===== src/rtl/sad_wb_pkg.sv =====
// Shared types and constants for the MIPS+SAD writeback stage.
package sad_wb_pkg;

  typedef enum logic [1:0] {
    IDLE  = 2'd0,
    ACCUM = 2'd1,
    DONE  = 2'd2
  } sad_state_e;

  localparam logic [2:0] MTR_ALU = 3'd0;
  localparam logic [2:0] MTR_MEM = 3'd1;
  localparam logic [2:0] MTR_PC4 = 3'd2;
  localparam logic [2:0] MTR_HI  = 3'd3;
  localparam logic [2:0] MTR_LO  = 3'd4;
  localparam logic [2:0] MTR_SAD = 3'd5;

  localparam int NUM_PAIRS = 8;

endpackage


===== src/rtl/sad_writeback_stage_if.sv =====
// MEM/WB-to-register-file bus of the writeback stage; master drives the
// pipeline-register side, slave is the writeback stage itself.
interface sad_writeback_stage_if
  import sad_wb_pkg::*;
#(
  parameter int DATA_W = 32
);
  logic                           iSAD;
  logic                           iRegWriteCtrl;
  logic                           iMove;
  logic                           iZero;
  logic [2:0]                     iMemToReg;
  logic [DATA_W-1:0]              iPCPlus4;
  logic [DATA_W-1:0]              iALUResult;
  logic [DATA_W-1:0]              iMemReadData;
  logic [DATA_W-1:0]              iHi;
  logic [DATA_W-1:0]              iLo;
  logic [4:0]                     iRegDstResult;
  logic [2*DATA_W-1:0]            iHiLoResult;
  logic                           iHiLoWrite;
  logic [NUM_PAIRS*DATA_W-1:0]    iPairA;
  logic [NUM_PAIRS*DATA_W-1:0]    iPairB;

  logic                           oRegWrite;
  logic [4:0]                     oWriteReg;
  logic [DATA_W-1:0]              oWriteData;
  logic                           oHiLoWrite;
  logic [2*DATA_W-1:0]            oHiLoData;
  logic                           Stall;
  logic                           oSADBusy;

  modport master (
    output iSAD, iRegWriteCtrl, iMove, iZero, iMemToReg,
           iPCPlus4, iALUResult, iMemReadData, iHi, iLo,
           iRegDstResult, iHiLoResult, iHiLoWrite, iPairA, iPairB,
    input  oRegWrite, oWriteReg, oWriteData, oHiLoWrite, oHiLoData,
           Stall, oSADBusy
  );

  modport slave (
    input  iSAD, iRegWriteCtrl, iMove, iZero, iMemToReg,
           iPCPlus4, iALUResult, iMemReadData, iHi, iLo,
           iRegDstResult, iHiLoResult, iHiLoWrite, iPairA, iPairB,
    output oRegWrite, oWriteReg, oWriteData, oHiLoWrite, oHiLoData,
           Stall, oSADBusy
  );

endinterface


===== src/rtl/sad_lane_adder.sv =====
// Adds |A-B| of LANES operand pairs to the running SAD sum in one cycle.
// SAD_SATURATE_EN makes the sum stick at all-ones instead of wrapping.
module sad_lane_adder
  import sad_wb_pkg::*;
#(
  parameter int LANES  = 1,
  parameter int DATA_W = 32
) (
  input  logic [LANES*DATA_W-1:0] i_a,
  input  logic [LANES*DATA_W-1:0] i_b,
  input  logic [DATA_W-1:0]       i_acc,
  output logic [DATA_W-1:0]       o_acc
);

  logic [DATA_W-1:0] w_sum;

  always_comb begin
    logic [DATA_W-1:0] a;
    logic [DATA_W-1:0] b;
    logic [DATA_W-1:0] diff;
`ifdef SAD_SATURATE_EN
    logic [DATA_W:0]   ext;
    ext   = '0;
`endif
    w_sum = i_acc;
    a     = '0;
    b     = '0;
    diff  = '0;
    for (int l = 0; l < LANES; l++) begin
      a    = i_a[l*DATA_W +: DATA_W];
      b    = i_b[l*DATA_W +: DATA_W];
      diff = (a >= b) ? (a - b) : (b - a);
`ifdef SAD_SATURATE_EN
      // Once saturated, any further add carries out or lands on all-ones again.
      ext   = {1'b0, w_sum} + {1'b0, diff};
      w_sum = ext[DATA_W] ? '1 : ext[DATA_W-1:0];
`else
      w_sum = w_sum + diff;
`endif
    end
  end

  assign o_acc = w_sum;

endmodule


===== src/rtl/sad_writeback_stage.sv =====
// Writeback stage of the MIPS+SAD pipeline: result mux plus multi-cycle SAD
// engine that stalls MEM/WB. Optional macro SAD_SATURATE_EN saturates the SAD sum.
module sad_writeback_stage
  import sad_wb_pkg::*;
#(
  parameter int LANES  = 1,
  parameter int DATA_W = 32
) (
  input  logic                  Clk,
  input  logic                  Reset,
  sad_writeback_stage_if.slave  bus
);

  if (LANES != 1 && LANES != 2 && LANES != 4 && LANES != 8) begin : g_lanesCheck
    $error("sad_writeback_stage: LANES must be 1, 2, 4 or 8");
  end

  localparam logic [3:0] LANES_C = 4'(LANES);
  localparam logic [3:0] PAIRS_C = 4'(NUM_PAIRS);

  sad_state_e                  r_state;
  sad_state_e                  w_nextState;
  logic                        w_stallRaw;
  logic                        r_busy;
  logic [3:0]                  r_cnt;
  logic [3:0]                  w_cntNext;
  logic [DATA_W-1:0]           r_acc;
  logic [DATA_W-1:0]           w_accNext;
  logic [NUM_PAIRS*DATA_W-1:0] r_pairA;
  logic [NUM_PAIRS*DATA_W-1:0] r_pairB;
  logic [4:0]                  r_capDst;
  logic                        r_capRegWrite;
  logic [LANES*DATA_W-1:0]     w_laneA;
  logic [LANES*DATA_W-1:0]     w_laneB;
  logic [DATA_W-1:0]           w_wbSel;
  logic                        r_regWrite;
  logic [4:0]                  r_writeReg;
  logic [DATA_W-1:0]           r_writeData;
  logic                        r_hiLoWrite;
  logic [2*DATA_W-1:0]         r_hiLoData;
  int                          w_base;

  assign w_cntNext = r_cnt + LANES_C;

  always_ff @(posedge Clk or negedge Reset) begin
    if (!Reset) begin
      r_state <= IDLE;
      r_busy  <= 1'b0;
    end else begin
      r_state <= w_nextState;
      r_busy  <= (w_nextState != IDLE);
    end
  end

  always_comb begin
    w_nextState = r_state;
    w_stallRaw  = 1'b0;
    unique case (r_state)
      IDLE: begin
        if (bus.iSAD) begin
          w_stallRaw  = 1'b1;
          w_nextState = ACCUM;
        end
      end
      ACCUM: begin
        w_stallRaw = 1'b1;
        if (w_cntNext == PAIRS_C) w_nextState = DONE;
      end
      DONE:    w_nextState = IDLE;
      default: w_nextState = IDLE;
    endcase
  end

  // In reset the FSM sits in IDLE, so a held iSAD must not leak through.
  assign bus.Stall = Reset & w_stallRaw;

  assign w_base = int'(r_cnt[2:0]);

  always_comb begin
    w_laneA = '0;
    w_laneB = '0;
    for (int l = 0; l < LANES; l++) begin
      w_laneA[l*DATA_W +: DATA_W] = r_pairA[(w_base + l)*DATA_W +: DATA_W];
      w_laneB[l*DATA_W +: DATA_W] = r_pairB[(w_base + l)*DATA_W +: DATA_W];
    end
  end

  sad_lane_adder #(
    .LANES  (LANES),
    .DATA_W (DATA_W)
  ) u_laneAdder (
    .i_a   (w_laneA),
    .i_b   (w_laneB),
    .i_acc (r_acc),
    .o_acc (w_accNext)
  );

  always_comb begin
    w_wbSel = bus.iALUResult;
    case (bus.iMemToReg)
      MTR_MEM: w_wbSel = bus.iMemReadData;
      MTR_PC4: w_wbSel = bus.iPCPlus4;
      MTR_HI:  w_wbSel = bus.iHi;
      MTR_LO:  w_wbSel = bus.iLo;
      MTR_SAD: w_wbSel = r_acc;
      default: w_wbSel = bus.iALUResult;
    endcase
  end

  always_ff @(posedge Clk or negedge Reset) begin
    if (!Reset) begin
      r_cnt         <= '0;
      r_acc         <= '0;
      r_pairA       <= '0;
      r_pairB       <= '0;
      r_capDst      <= '0;
      r_capRegWrite <= 1'b0;
      r_regWrite    <= 1'b0;
      r_writeReg    <= '0;
      r_writeData   <= '0;
      r_hiLoWrite   <= 1'b0;
      r_hiLoData    <= '0;
    end else begin
      case (r_state)
        IDLE: begin
          if (bus.iSAD) begin
            r_pairA       <= bus.iPairA;
            r_pairB       <= bus.iPairB;
            r_capDst      <= bus.iRegDstResult;
            r_capRegWrite <= bus.iRegWriteCtrl;
            r_acc         <= '0;
            r_cnt         <= '0;
            r_regWrite    <= 1'b0;
            r_hiLoWrite   <= 1'b0;
          end else begin
            r_regWrite  <= bus.iRegWriteCtrl & (~bus.iMove | ~bus.iZero);
            r_writeReg  <= bus.iRegDstResult;
            r_writeData <= w_wbSel;
            r_hiLoWrite <= bus.iHiLoWrite;
            r_hiLoData  <= bus.iHiLoResult;
          end
        end
        ACCUM: begin
          r_acc <= w_accNext;
          r_cnt <= w_cntNext;
        end
        DONE: begin
          r_regWrite  <= r_capRegWrite;
          r_writeReg  <= r_capDst;
          r_writeData <= r_acc;
          r_hiLoWrite <= 1'b0;
        end
        default: ;
      endcase
    end
  end

  assign bus.oRegWrite  = r_regWrite;
  assign bus.oWriteReg  = r_writeReg;
  assign bus.oWriteData = r_writeData;
  assign bus.oHiLoWrite = r_hiLoWrite;
  assign bus.oHiLoData  = r_hiLoData;
  assign bus.oSADBusy   = r_busy;

endmodule


===== src/flat_wrapper.sv =====
// flat-port wrapper written by rule: the top's interface ports become plain ports
module sad_writeback_stage_flat import sad_wb_pkg::*;
#(
  parameter int LANES  = 1,
  parameter int DATA_W = 32
)
  (Clk, Reset, bus_iSAD, bus_iRegWriteCtrl, bus_iMove, bus_iZero, bus_iMemToReg, bus_iPCPlus4, bus_iALUResult, bus_iMemReadData, bus_iHi, bus_iLo, bus_iRegDstResult, bus_iHiLoResult, bus_iHiLoWrite, bus_iPairA, bus_iPairB, bus_oRegWrite, bus_oWriteReg, bus_oWriteData, bus_oHiLoWrite, bus_oHiLoData, bus_Stall, bus_oSADBusy);
  sad_writeback_stage_if #(.DATA_W(DATA_W)) bus_i ();
  input  logic Clk;
  input  logic Reset;
  input wire logic [$bits(bus_i.iSAD)-1:0] bus_iSAD;
  input wire logic [$bits(bus_i.iRegWriteCtrl)-1:0] bus_iRegWriteCtrl;
  input wire logic [$bits(bus_i.iMove)-1:0] bus_iMove;
  input wire logic [$bits(bus_i.iZero)-1:0] bus_iZero;
  input wire logic [$bits(bus_i.iMemToReg)-1:0] bus_iMemToReg;
  input wire logic [$bits(bus_i.iPCPlus4)-1:0] bus_iPCPlus4;
  input wire logic [$bits(bus_i.iALUResult)-1:0] bus_iALUResult;
  input wire logic [$bits(bus_i.iMemReadData)-1:0] bus_iMemReadData;
  input wire logic [$bits(bus_i.iHi)-1:0] bus_iHi;
  input wire logic [$bits(bus_i.iLo)-1:0] bus_iLo;
  input wire logic [$bits(bus_i.iRegDstResult)-1:0] bus_iRegDstResult;
  input wire logic [$bits(bus_i.iHiLoResult)-1:0] bus_iHiLoResult;
  input wire logic [$bits(bus_i.iHiLoWrite)-1:0] bus_iHiLoWrite;
  input wire logic [$bits(bus_i.iPairA)-1:0] bus_iPairA;
  input wire logic [$bits(bus_i.iPairB)-1:0] bus_iPairB;
  output wire logic [$bits(bus_i.oRegWrite)-1:0] bus_oRegWrite;
  output wire logic [$bits(bus_i.oWriteReg)-1:0] bus_oWriteReg;
  output wire logic [$bits(bus_i.oWriteData)-1:0] bus_oWriteData;
  output wire logic [$bits(bus_i.oHiLoWrite)-1:0] bus_oHiLoWrite;
  output wire logic [$bits(bus_i.oHiLoData)-1:0] bus_oHiLoData;
  output wire logic [$bits(bus_i.Stall)-1:0] bus_Stall;
  output wire logic [$bits(bus_i.oSADBusy)-1:0] bus_oSADBusy;
  assign bus_i.iSAD = bus_iSAD;
  assign bus_i.iRegWriteCtrl = bus_iRegWriteCtrl;
  assign bus_i.iMove = bus_iMove;
  assign bus_i.iZero = bus_iZero;
  assign bus_i.iMemToReg = bus_iMemToReg;
  assign bus_i.iPCPlus4 = bus_iPCPlus4;
  assign bus_i.iALUResult = bus_iALUResult;
  assign bus_i.iMemReadData = bus_iMemReadData;
  assign bus_i.iHi = bus_iHi;
  assign bus_i.iLo = bus_iLo;
  assign bus_i.iRegDstResult = bus_iRegDstResult;
  assign bus_i.iHiLoResult = bus_iHiLoResult;
  assign bus_i.iHiLoWrite = bus_iHiLoWrite;
  assign bus_i.iPairA = bus_iPairA;
  assign bus_i.iPairB = bus_iPairB;
  assign bus_oRegWrite = bus_i.oRegWrite;
  assign bus_oWriteReg = bus_i.oWriteReg;
  assign bus_oWriteData = bus_i.oWriteData;
  assign bus_oHiLoWrite = bus_i.oHiLoWrite;
  assign bus_oHiLoData = bus_i.oHiLoData;
  assign bus_Stall = bus_i.Stall;
  assign bus_oSADBusy = bus_i.oSADBusy;
  sad_writeback_stage #(.LANES(LANES), .DATA_W(DATA_W)) u_core (.Clk(Clk), .Reset(Reset), .bus(bus_i));
endmodule

===== config.mk =====
export PLATFORM = sky130hd
export DESIGN_NAME = sad_writeback_stage_flat
export DESIGN_NICKNAME = d
export VERILOG_FILES = /design/src/rtl/sad_wb_pkg.sv /design/src/rtl/sad_writeback_stage_if.sv /design/src/rtl/sad_lane_adder.sv /design/src/rtl/sad_writeback_stage.sv /design/src/flat_wrapper.sv
export SDC_FILE = /design/constraint.sdc
export NUM_CORES = 2
export LEC_CHECK = 0
export ABC_AREA = 1
export CORE_AREA = 4 4 330 332
export CTS_BUF_LIST = sky130_fd_sc_hd__clkbuf_16
export DETAILED_ROUTE_END_ITERATION = 7
export DIE_AREA = 0 0 334 336
export PLACE_DENSITY = 0.57
export SETUP_SLACK_MARGIN = 0.4
export SYNTH_ARGS = -nofsm -noshare
export SYNTH_HDL_FRONTEND = slang
export SYNTH_SLANG_ARGS = --single-unit

===== constraint.sdc =====
create_clock -name Clk -period 11.85 [get_ports Clk]
set_clock_uncertainty 0.15 [all_clocks]
set_input_delay 1.185 -clock Clk [delete_from_list [all_inputs] [get_ports Clk]]
set_output_delay 1.185 -clock Clk [all_outputs]
set_load 0.02 [all_outputs]

==> impl_metrics.json <==
{
  "outcome": "complete, no violations",
  "cts_root_buf": "clkbuf_16",
  "routed_wl_um": 157000,
  "worstSetupStartpoint": "u_core.r_cnt[0]",
  "synth_top_family_by_area": "simple AND/OR/NAND/NOR gates",
  "yosysMostFrequentCell": "nand2_1",
  "grt_pass1_vias": 35900,
  "synthArstFlopShare_pct": 100,
  "drive_above_1_share_pct": 3.23,
  "synth_area_leaders": "dfrtp_1, nand2_1, o21ai_0",
  "vias": 36500,
  "die_y_um": 336,
  "grt_pass1_wl_um": 229000,
  "cts_tree": "built",
  "cts-resized-gates": 0,
  "ys_seq_elements": 660,
  "core_area_um2": 106000,
  "multi_input_area_um2": 17200,
  "synth-simple-area-share_pct": 28.9,
  "dp_hpwl_um": 119000,
  "required_ps": 12240,
  "synth_nets": 5915,
  "synthToLayoutAreaGrowth_pct": 33.4,
  "synth_area_per_cell_um2": 7.16,
  "seq_area_um2": 16500,
  "drt_iter0_markers": 2948,
  "grt_max_degree": 212,
  "path_max_fanout": 172,
  "synth_cell_type_count": 55,
  "antenna_found_initial": 18,
  "floorplan.initialDensity_pct": 34.0,
  "setup_viol_count_final": 0,
  "drc": 0,
  "grt_overflow": 0,
  "drt-pass1-iter-count": 6,
  "synth.largest_area_cell": "dfrtp_1",
  "cts_made_buffers": 78,
  "cpMaxStageDelayCell": "dfrtp_4",
  "nNetsFinal": 6614,
  "hold_buffers": 0,
  "hp-class": "reg -> reg",
  "slew_viol_final": 0,
  "synth_flop_cell": "dfrtp_1",
  "rsz0062_at_grt": "false",
  "path_class": "reg -> reg",
  "portBuffers": 855,
  "worst_pin_slew_ps": 1200,
  "ys_seq_area_share_pct": 45.6,
  "critPathMostFrequentCell": "nand2_1",
  "detail-route-antenna-nets": 0,
  "synth_area_um2": 36200,
  "startpoint_type": "register",
  "num-fill-cells": 10900,
  "r2r-end": "u_core.r_acc[26]",
  "globalRouteTotalUtil_pct": 26.8,
  "routed_via_density": 5.04,
  "die_w_um": 334,
  "r2r_slack_ps": 4200,
  "period_share_pct": 64.5,
  "synth_fa_ha_area_share_pct": 3.73,
  "rows": 120,
  "r2r_cells": 29,
  "tns_ps": 0,
  "hold_violations": 0,
  "critPathMaxStageDelay_ps": 650,
  "synth_cells": 5058,
  "postCtsSetupBuffers": 0,
  "synth_edf_count": 0,
  "io-pin-count": 856,
  "synth_xor_area_share_pct": 1.04,
  "crit_path_end": "u_core.r_acc[26]",
  "cts.sinks": 660,
  "yosys_warnings": 0,
  "slew_headroom_pct": 20.3,
  "die_area_um2": 112000,
  "clkLatencyLatePin_ps": 650,
  "min_period_ps": 7650,
  "cts_max_level": 3,
  "place.gp.congestion": 0.942,
  "muxShareOfSynthArea_pct": 0.0830,
  "crit_arrival_ps": 8040,
  "synth_compound_area_share_pct": 13.8,
  "r2r_start": "u_core.r_cnt[0]",
  "drt-wirelength-per-cell_um": 21.6,
  "cts.clk_slew.worst_paths_ps": 60,
  "clk_path_buf_depth": 3,
  "synth.top_cells.by_count": "nand2_1, dfrtp_1, o21ai_0",
  "max_freq_ghz": 0.131,
  "yosysTopAreaCellShare_pct": 45.6,
  "cp-end-kind": "register",
  "maxCapViolCount": 0
}
-- per-stage QoR --
stage	hold WS (ps)	setup slack (ps)	util (%)	cell area, um2	std cells
final	312	4200	45.4	48300	7239
after global routing	329	3630	45.4	48300	7234
after CTS	317	4310	45.4	48200	7222
after detailed placement	303	4340	43.1	45800	7080
after global placement	299	4410	43.1	45800	7080
after floorplan	287	6770	-	36200	5058
-- cell usage in the layout, fill, tap and decap left out, types with 16 or more instances in the layout --
cell type / netlist / final
a21oi_1: 110 / 110
a221oi_1: 20 / 20
a22oi_1: 32 / 32
buf_4: 2 / 34
clkbuf_16: 0 / 81
clkdlybuf4s50_1: 0 / 854
clkinv_1: 1 / 19
dfrtp_1: 660 / 658
diode_2: 0 / 17
ha_1: 103 / 103
inv_1: 362 / 383
nand2_1: 2230 / 2230
nand3_1: 67 / 66
nor2_1: 373 / 367
o21ai_0: 454 / 454
o21ai_1: 29 / 29
o21bai_1: 17 / 17
o22ai_1: 159 / 159
o32ai_1: 16 / 16
xnor2_1: 18 / 18
xor2_1: 25 / 25
-- worst max-delay path: cells and delay by family (launching register included) --
| kind | cells | cell delay, ps |
|---|---|---|
| DFF | 1 | 650 |
| AOI/OAI and AO/OA | 8 | 2470 |
| adders and majority gates | 2 | 780 |
| buffers and inverters | 6 | 1660 |
| xor gates and xnor gates | 1 | 410 |
| and+or+nand+nor | 12 | 1300 |
-- metal layers --
| metal | GRT usage (%) | share of wire [%] |
|---|---|---|
| met1 | 34.4 | 42 |
| met2 | 45.2 | 48 |
| met3 | 4.21 | 6.3 |
| met4 | 11.2 | 3.8 |
| met5 | 0 | 0.0064 |
-- kinds of logic (layout without fill, tap and decap cells) --
| family | Yosys count | in the layout |
|---|---|---|
| other | 0 | 17 |
| AOI/OAI and AO/OA | 880 | 880 |
| muxes | 3 | 3 |
| DFF | 660 | 660 |
| and+or+nand+nor | 2722 | 2722 |
| buffers and inverters | 644 | 1405 |
| adders and majority gates | 106 | 106 |
| xor gates and xnor gates | 43 | 43 |
-- layout make-up --
cell class / instances / area share, %
Tap cell: 1403 / 3.64
Multi-Input combinational cell: 3754 / 35.7
Timing Repair Buffer: 892 / 18.4
Sequential cell: 660 / 34.2
Clock inverter: 61 / 0.793
Clock buffer: 81 / 4.20
Antenna cell: 17 / 0.0881
Inverter: 371 / 2.93
-- sequential cells by signal (all words and copies together) (netlist names) --
register               flops
u_core.bus.oHiLoData      64
u_core.bus.oHiLoWrite      1
u_core.bus.oRegWrite       1
u_core.bus.oSADBusy        1
u_core.bus.oWriteData     32
u_core.bus.oWriteReg       5
u_core.r_acc              32
u_core.r_capDst            5
u_core.r_capRegWrite       1
u_core.r_cnt               4
u_core.r_pairA           256
u_core.r_pairB           256
u_core.r_state             2
-- worst min-delay path by stage --
| stage | start | end | cells past startpoint |
|---|---|---|---|
| after CTS | u_core.r_pairB[186] | u_core.r_pairB[186] | 2 |
| after detailed placement | u_core.r_pairB[181] | u_core.r_pairB[181] | 2 |
| final | u_core.r_pairB[32] | u_core.r_pairB[32] | 2 |
| after global placement | u_core.r_pairB[218] | u_core.r_pairB[218] | 2 |
| after global routing | u_core.r_pairA[190] | u_core.r_pairA[190] | 2 |
| after floorplan | u_core.r_pairA[127] | u_core.r_pairA[127] | 2 |
Power is left out: the tool's default activity adds up to more than one toggle a clock period on the data nets, which glitch-free logic cannot reach.
